==> src/rtl/cpu_mem_pkg.sv <==
// Shared definitions for the CPU <-> ROM port: default bus widths and the
// state encoding of the ROM port arbiter.
package cpu_mem_pkg;

    localparam int AW_DEF = 16;
    localparam int DW_DEF = 16;

    localparam int TIMER_W = 8;

    typedef enum logic [1:0] {
        ST_IDLE  = 2'd0,
        ST_ISSUE = 2'd1,
        ST_WAIT  = 2'd2
    } arb_state_t;

endpackage

==> src/rtl/mem_port_arbiter_rr_grant2.sv <==
// Two-input round-robin grant. The pointer names the requester preferred on
// a tie; it moves to the other requester whenever a grant is taken.
import cpu_mem_pkg::*;

module rr_grant2 (
    input  logic       clk,
    input  logic       rst,
    input  logic [1:0] req,
    input  logic       advance,
    output logic [1:0] gnt
);

    logic ptr_r;

    // Grant decode: a lone request always wins, a tie goes to the pointer.
    always_comb begin
        gnt = 2'b00;
        case (req)
            2'b01:   gnt = 2'b01;
            2'b10:   gnt = 2'b10;
            2'b11:   gnt = ptr_r ? 2'b10 : 2'b01;
            default: gnt = 2'b00;
        endcase
    end

    // Pointer update: after serving m0 prefer m1, after serving m1 prefer m0.
    always_ff @(posedge clk) begin
        if (rst) begin
            ptr_r <= 1'b0;
        end else if (advance && (gnt != 2'b00)) begin
            ptr_r <= gnt[0];
        end else begin
            ptr_r <= ptr_r;
        end
    end

endmodule

==> src/rtl/mem_port_arbiter.sv <==
// Shares the single ROM port between instruction fetch (m0) and a
// debug/loader port (m1). One transaction outstanding at a time, round-robin
// grant, and a timeout that answers the requester with zero data if the ROM
// never raises en_out.
import cpu_mem_pkg::*;

module mem_port_arbiter #(
    parameter int AW     = AW_DEF,
    parameter int DW     = DW_DEF,
    parameter int TO_CYC = 15
) (
    input  logic          clk,
    input  logic          rst,
    input  logic          m0_req,
    input  logic [AW-1:0] m0_addr,
    output logic [DW-1:0] m0_rdata,
    output logic          m0_valid,
    input  logic          m1_req,
    input  logic [AW-1:0] m1_addr,
    output logic [DW-1:0] m1_rdata,
    output logic          m1_valid,
    output logic          mem_ready,
    output logic [AW-1:0] mem_addr,
    input  logic [DW-1:0] mem_dout,
    input  logic          mem_en_out,
    output logic          timeout_err
);

    localparam logic [TIMER_W-1:0] TO_LIM = TIMER_W'(TO_CYC);

    arb_state_t         state_r;
    logic               sel_r;
    logic [TIMER_W-1:0] timer_r;
    logic [1:0]         gnt_s;
    logic               advance_s;

    // Arbiter may only take a new grant while no transaction is in flight.
    always_comb begin
        if (state_r == ST_IDLE) begin
            advance_s = 1'b1;
        end else begin
            advance_s = 1'b0;
        end
    end

    rr_grant2 u_rr (
        .clk     (clk),
        .rst     (rst),
        .req     ({m1_req, m0_req}),
        .advance (advance_s),
        .gnt     (gnt_s)
    );

    // Transaction FSM: grant/latch, issue pulse, wait for data or timeout,
    // and steer the response to the granted requester only.
    always_ff @(posedge clk) begin
        if (rst) begin
            state_r     <= ST_IDLE;
            sel_r       <= 1'b0;
            timer_r     <= {TIMER_W{1'b0}};
            mem_ready   <= 1'b0;
            mem_addr    <= {AW{1'b0}};
            m0_rdata    <= {DW{1'b0}};
            m1_rdata    <= {DW{1'b0}};
            m0_valid    <= 1'b0;
            m1_valid    <= 1'b0;
            timeout_err <= 1'b0;
        end else begin
            mem_ready   <= 1'b0;
            m0_valid    <= 1'b0;
            m1_valid    <= 1'b0;
            timeout_err <= 1'b0;
            case (state_r)
                ST_IDLE: begin
                    if (gnt_s != 2'b00) begin
                        sel_r     <= gnt_s[1];
                        mem_addr  <= gnt_s[1] ? m1_addr : m0_addr;
                        mem_ready <= 1'b1;
                        state_r   <= ST_ISSUE;
                    end else begin
                        state_r <= ST_IDLE;
                    end
                end
                ST_ISSUE: begin
                    timer_r <= {TIMER_W{1'b0}};
                    state_r <= ST_WAIT;
                end
                ST_WAIT: begin
                    if (mem_en_out) begin
                        // Data wins even if the timer has just expired.
                        if (sel_r) begin
                            m1_rdata <= mem_dout;
                            m1_valid <= 1'b1;
                        end else begin
                            m0_rdata <= mem_dout;
                            m0_valid <= 1'b1;
                        end
                        state_r <= ST_IDLE;
                    end else if (timer_r == TO_LIM) begin
                        if (sel_r) begin
                            m1_rdata <= {DW{1'b0}};
                            m1_valid <= 1'b1;
                        end else begin
                            m0_rdata <= {DW{1'b0}};
                            m0_valid <= 1'b1;
                        end
                        timeout_err <= 1'b1;
                        state_r     <= ST_IDLE;
                    end else begin
                        timer_r <= timer_r + {{(TIMER_W-1){1'b0}}, 1'b1};
                        state_r <= ST_WAIT;
                    end
                end
                default: begin
                    state_r <= ST_IDLE;
                end
            endcase
        end
    end

endmodule

==> config.mk <==
export PLATFORM = sky130hd
export DESIGN_NAME = mem_port_arbiter
export DESIGN_NICKNAME = d
export VERILOG_FILES = /design/src/rtl/cpu_mem_pkg.sv /design/src/rtl/mem_port_arbiter_rr_grant2.sv /design/src/rtl/mem_port_arbiter.sv
export SDC_FILE = /design/constraint.sdc
export NUM_CORES = 1
export LEC_CHECK = 0
export BUFFER_PORTS_ARGS = -buffer_cell sky130_fd_sc_hd__buf_2
export CORE_MARGIN = 4
export CORE_UTILIZATION = 50
export DETAILED_ROUTE_END_ITERATION = 8
export PLACE_DENSITY = 0.82
export SLEW_MARGIN = 10
export SYNTH_ARGS = -nofsm -noshare
export SYNTH_HDL_FRONTEND = slang
export SYNTH_HIERARCHICAL = 1
export SYNTH_SLANG_ARGS = --single-unit
export TNS_END_PERCENT = 5
==> constraint.sdc <==
create_clock -name clk -period 2.4 [get_ports clk]
set_input_delay 0.24 -clock clk [delete_from_list [all_inputs] [get_ports clk]]
set_output_delay 0.24 -clock clk [all_outputs]
set_load 0.02 [all_outputs]
After elaboration in Yosys (flattened, before gate mapping)
Cells that the tools add are included.
{"block": "classes", "multipliers": 0, "n_div": 0, "bitwise": 3, "eq_ne": 8, "magnitude_cmp": 0, "muxes": 27, "add_sub_neg": 1, "shift": 0, "reduce_logical": 12}
{"cell": "$mux 16", "count": 9}
{"cell": "$mux 8", "count": 2}
{"cell": "$pmux 8 s2", "count": 1}
{"cell": "$pmux 2 s3", "count": 2}
{"cell": "$mux 1", "count": 10}
{"cell": "$reduce_and 3->1", "count": 3}
{"cell": "$add 8x1->8 const B", "count": 1}
{"cell": "$eq 8x4->1 const B", "count": 1}
{"cell": "$eq 2x2->1 const B", "count": 3}
{"cell": "$mux 2", "count": 3}
{"cell": "$reduce_bool 2->1", "count": 3}
{"cell": "$eq 2x1->1 const B", "count": 2}
{"cell": "$ne 2x2->1 const B", "count": 2}
{"cell": "$reduce_or 2->1", "count": 2}
{"cell": "$not 1->1", "count": 3}
{"cell": "$reduce_or 3->1", "count": 1}
{"cell": "$logic_not 2->1", "count": 1}
{"cell": "$reduce_and 2->1", "count": 1}
{"cell": "$logic_and 1x1->1", "count": 1}
{"block": "word_totals", "latchBits": 0, "rom_bits": 0, "ramBits": 0, "regBits": 64, "memories": 0}

Longest topological paths before layout
{"block": "depth", "ltp_word": 5, "ltp_mapped": 8, "ltp_nobuf": 5}

Hierarchy
The synthesis kept the hierarchy.
{"module": "mem_port_arbiter", "area_each_um2": 2541.2, "n_inst": 1, "cells_per_inst": 228}
{"module": "rr_grant2", "area_each_um2": 65.1, "n_inst": 1, "cells_per_inst": 7}

Worst setup path after synthesis
No wires, ideal clock.
{"block": "synth_timing", "path_type": "register to register", "startpoint": "register timer_r[0]", "endpoint": "register timer_r[4]", "path_stages_with_launch": 7, "path_buffers": 1, "required_ns": 2.277, "slack_ns": 0.810, "arrival_ns": 1.468, "period_less_slack_ns": 1.590, "path_cell_list": "dfxtp_1 -> ha_1 -> and4b_1 -> buf_6 -> a21oi_2 -> a211oi_2 -> a221o_2"}
{"block": "synth_via", "elab_chain_len": 4, "elab_cells_between_ends": 7}
{"element": "from (decl)", "line_no": "mem_port_arbiter.sv:33", "rtl": "logic [TIMER_W-1:0] timer_r;"}
{"element": "from (signal assigned)", "line_no": "mem_port_arbiter.sv:60", "rtl": "timer_r <= {TIMER_W{1'b0}};"}
{"element": "from (signal assigned)", "line_no": "mem_port_arbiter.sv:85", "rtl": "timer_r <= {TIMER_W{1'b0}};"}
{"element": "from (signal assigned)", "line_no": "mem_port_arbiter.sv:110", "rtl": "timer_r <= timer_r + {{(TIMER_W-1){1'b0}}, 1'b1};"}
{"element": "$add 8x1->8", "line_no": "mem_port_arbiter.sv:110"}
{"element": "$mux 8", "line_no": "mem_port_arbiter.sv:99", "rtl": "end else if (timer_r == TO_LIM) begin"}
{"element": "$mux 8", "line_no": "mem_port_arbiter.sv:89", "rtl": "if (mem_en_out) begin"}
{"element": "$pmux 8 s2", "line_no": "mem_port_arbiter.sv:73", "rtl": "case (state_r)"}
Several ways; a longest one is shown, not always the timed one. The select of a mux whose other input is x is not followed.
A chain may end at the register's enable or synchronous reset.

Final worst setup path
{"block": "layout_timing", "startpoint": "register state_r[1]", "endpoint": "register m0_rdata[0]"}
{"block": "layout_via", "elab_chain_len": 2}
{"element": "from (decl)", "line_no": "mem_port_arbiter.sv:31", "rtl": "arb_state_t state_r;"}
{"element": "from (signal assigned)", "line_no": "mem_port_arbiter.sv:58", "rtl": "state_r <= ST_IDLE;"}
{"element": "from (signal assigned)", "line_no": "mem_port_arbiter.sv:79", "rtl": "state_r <= ST_ISSUE;"}
{"element": "from (signal assigned)", "line_no": "mem_port_arbiter.sv:81", "rtl": "state_r <= ST_IDLE;"}
{"element": "$eq 2x2->1", "line_no": "mem_port_arbiter.sv:73"}
{"element": "$reduce_and 3->1 (no line)"}
{"element": "to (signal assigned)", "line_no": "mem_port_arbiter.sv:63", "rtl": "m0_rdata <= {DW{1'b0}};"}
{"element": "to (signal assigned)", "line_no": "mem_port_arbiter.sv:95", "rtl": "m0_rdata <= mem_dout;"}
{"element": "to (signal assigned)", "line_no": "mem_port_arbiter.sv:104", "rtl": "m0_rdata <= {DW{1'b0}};"}
{"element": "to (decl)", "line_no": "mem_port_arbiter.sv:16", "rtl": "output logic [DW-1:0] m0_rdata,"}
No other way between the ends.

==> summary.md <==
| Metric | Value |
|---|---|
| Tcrit/Tclk final | 81.5% |
| Root Driver | clkbuf_8 |
| Placed insts | 392 |
| Number of setup violations in the final report | 0 |
| Slowest CP cell | nor2_2 |
| H-Tree Depth | 3 |
| Clk buf depth | 2 |
| Die W | 80.2 um |
| I/O Buffers | 104 |
| CP Launch Type | flop |
| Synth Register Bits | 64 |
| DP Wirelength | 4400 um |
| Multi-input gate area | 0.00119 mm2 |
| Synth cell types | 47 |
| Post-Syn Area | 0.00261 mm2 |
| R2R Setup Slk | 0.44 ns |
| Gr usage total | 19.4% |
| Post-synth EDFFs | 0 |
| Endpoint class of the critical path | flop |
| Total grt overflow | 0 |
| Area Overhead vs Synth | 28.8% |
| Die Y | 80.2 um |
| Max stage delay on crit path | 0.60 ns |
| DRC viols | 0 |
| CTS tree | yes |
| Via Count | 2,276 |
| GPL Wtd Cong | 0.792 |
| VDD IR max | 0.000481 V |
| Initial Utilization | 51.4% |
| Drt first pass iters | 4 |
| Setup TNS | 0 ns |
| Post-route cell area | 0.00336 mm2 |
| Clock Latency Late Sink | 0.33 ns |
| WL/cell | 14.8 um |
| Cells after Synth | 235 |
| Post-route ant nets | 0 |
| Number of synthesis warnings | 6 |
| CTS Sinks | 64 |
| Slew headroom | 51.9% |
| Buf+Inv Stages, Crit Path | 0 |
| PostCTS Resize Cnt | 0 |
| Fraction of layout instances using a drive strength above 1 | 41.1% |
| Clock period minus worst slack | 1.96 ns |
| Prevailing post-synth register cell | dfxtp_1 |
| Register area share after synthesis | 49.2% |
| Final wirelength | 6050 um |
| Core box area | 0.00507 mm2 |
| DR iter-0 viols | 101 |
| CTS buffer count | 9 |
| Max-cap viol count | 0 |
| Cells along the critical path | nand2b_1 > nor2_2 > a21oi_4 > a32o_1 |
| RSZ-0062 raised after global routing | no |
| I/O Pins | 105 |
| Nets | 387 |
| Delay-heaviest family, CP | simple AND/OR/NAND/NOR gates |
| Hold Crit Class | in -> reg |
| Setup Buffers After CTS | 0 |
| Crit Path Max Fanout | 17 |
| Initial antenna violation count | 0 |
| Setup Crit Path Kind | reg -> reg |
| Vias in the first global route | 2,126 |
| Area after DPL | 0.00313 mm2 |
| Hold Buf Count CTS | 0 |
| P_leak | 1.50 nW |
| Final hold vios | 0 |
| Outcome | finished, final reports clean |
| Die footprint | 0.00643 mm2 |
| Vias/cell | 5.58 |
| Slew Limit Fails | 0 |
| Fill count | 416 |
| Antenna Cells | 0 |
| Finished Layout Cells | 408 |
| Actual slew at the worst max-slew pin | 0.720 ns |
| Layout Skew | 0.00978 ns |
| Synthesized net count | 289 |
| Fmax | 511 MHz |
| CP required | 2.62 ns |
| First-pass GRT wire length | 9710 um |
| Syn avg cell area | 11.1 um2 |
| Power Total | 2.55 mW |
| CP arrival | 2.18 ns |
| Worst-path clk slew | 0.08 ns |
| Row count | 26 |
| Register Area | 0.00128 mm2 |
| FFs w/ async S/R, synth | 0% |
| Largest net degree at the start of global routing | 35 |
| PD cells | 761 mW/mm2 |
cell usage after synthesis, types with 2 or more instances:
| cell type | count | area (um2) |
|---|---|---|
| nand3b_1 | 3 | 22.5 |
| nand2_1 | 4 | 15.0 |
| and3_1 | 3 | 18.8 |
| a21oi_2 | 2 | 17.5 |
| clkbuf_1 | 7 | 26.3 |
| nor4_1 | 4 | 25.0 |
| nand2b_1 | 2 | 12.5 |
| a21boi_0 | 2 | 15.0 |
| nor2_1 | 19 | 71.3 |
| mux2i_1 | 16 | 160 |
| o32ai_1 | 2 | 17.5 |
| a211oi_1 | 16 | 120 |
| a211o_1 | 2 | 17.5 |
| inv_1 | 2 | 7.51 |
| nor3b_1 | 2 | 15.0 |
| buf_4 | 4 | 30.0 |
| a21oi_1 | 4 | 20.0 |
| buf_6 | 3 | 33.8 |
| buf_2 | 7 | 35.0 |
| nor3_1 | 2 | 10.0 |
| nor2b_1 | 6 | 37.5 |
| a21oi_4 | 2 | 32.5 |
| nand3_1 | 2 | 10.0 |
| a22o_1 | 2 | 17.5 |
| a32o_1 | 32 | 320 |
| dfxtp_1 | 64 | 1280 |
cell type report:
cell class | instances | area share (%)
inverters | 2 | 0.224
well taps | 70 | 2.61
clock inverters | 7 | 3.06
flip-flops and latches | 64 | 38.2
repair buffers | 109 | 16.6
multi-input cells | 147 | 35.6
clock buffers | 9 | 3.69
flip-flops by register name, indices dropped and copies added, names as in the netlist:
register     count
u_rr/ptr_r       1
sel_r            1
m1_rdata        16
state_r          2
m0_valid         1
timeout_err      1
timer_r          8
mem_addr        16
m1_valid         1
mem_ready        1
m0_rdata        16
cells in the final DEF (no fill, tap or decap), types with 2 or more instances in the layout:
cell         n
buf_2      104
nor4_1       4
a21oi_1      4
inv_1        2
clkbuf_8     9
nand2_1      4
nand3b_1     3
a21oi_4      2
nor2_1      19
nand3_1      2
a211oi_1    16
bufinv_16    2
a21oi_2      2
dfxtp_1     64
buf_4        5
clkinv_4     2
nand2b_1     2
and3_1       3
nor3_1       2
nor3b_1      2
nor2b_1      5
a211o_1      2
mux2i_1     16
inv_6        2
a22o_1       2
a32o_1      32
o32ai_1      2
report_power, final:
part / leakage (nW) / internal, mW / switching (mW)
combinational: 0.866 / 0.142 / 0.224
clock: 0.110 / 0.595 / 0.439
sequential: 0.521 / 1.12 / 0.0343
kinds of logic after synthesis:
group | share of synthesized area, %
AO/OA/AOI/OAI | 27.0
flip-flops | 49.2
AND/OR/NAND/NOR | 11.6
buffers and inverters | 5.23
multiplexers | 6.14
XOR/XNOR | 0.336
adder cells (fa/ha/maj) | 0.480
per-layer routing:
layer	GRT usage [%]	vias up	wire, um
li1	-	1111	-
met1	24.5	1042	2700
met2	29.1	108	2670
met3	5.38	15	533
met4	11.8	0	153
met5	0	-	0
worst paths after layout:
| path | from | depth (start not counted) | to |
|---|---|---|---|
| setup / recovery | state_r[1]$_SDFF_PP0_ | 4 | m0_rdata[0]$_SDFFE_PP0P_ |
| hold / removal | mem_dout[8] | 2 | m0_rdata[8]$_SDFFE_PP0P_ |
| setup reg to reg | state_r[1]$_SDFF_PP0_ | 4 | m0_rdata[0]$_SDFFE_PP0P_ |
| hold reg to reg | m1_rdata[12]$_SDFFE_PP0P_ | 1 | m1_rdata[12]$_SDFFE_PP0P_ |
metrics by stage:
stage	setup WS [ns]	hold WS, ns	util [%]
3_3_place_gp	0.538	0.440	61.7
5_1_grt	0.310	0.151	66.1
3_5_place_dp	0.488	0.450	61.7
4_1_cts	0.461	0.141	66.1
2_1_floorplan	0.810	0.302	-
6_report	0.443	0.157	66.1
worst register-to-register path: cells and delay by family (launching register included):
family | cells | cell delay [ns]
simple gates | 2 | 0.83
flops | 1 | 0.48
compound gates | 2 | 0.55
No activity file was read; power rests on OpenSTA's default activity.
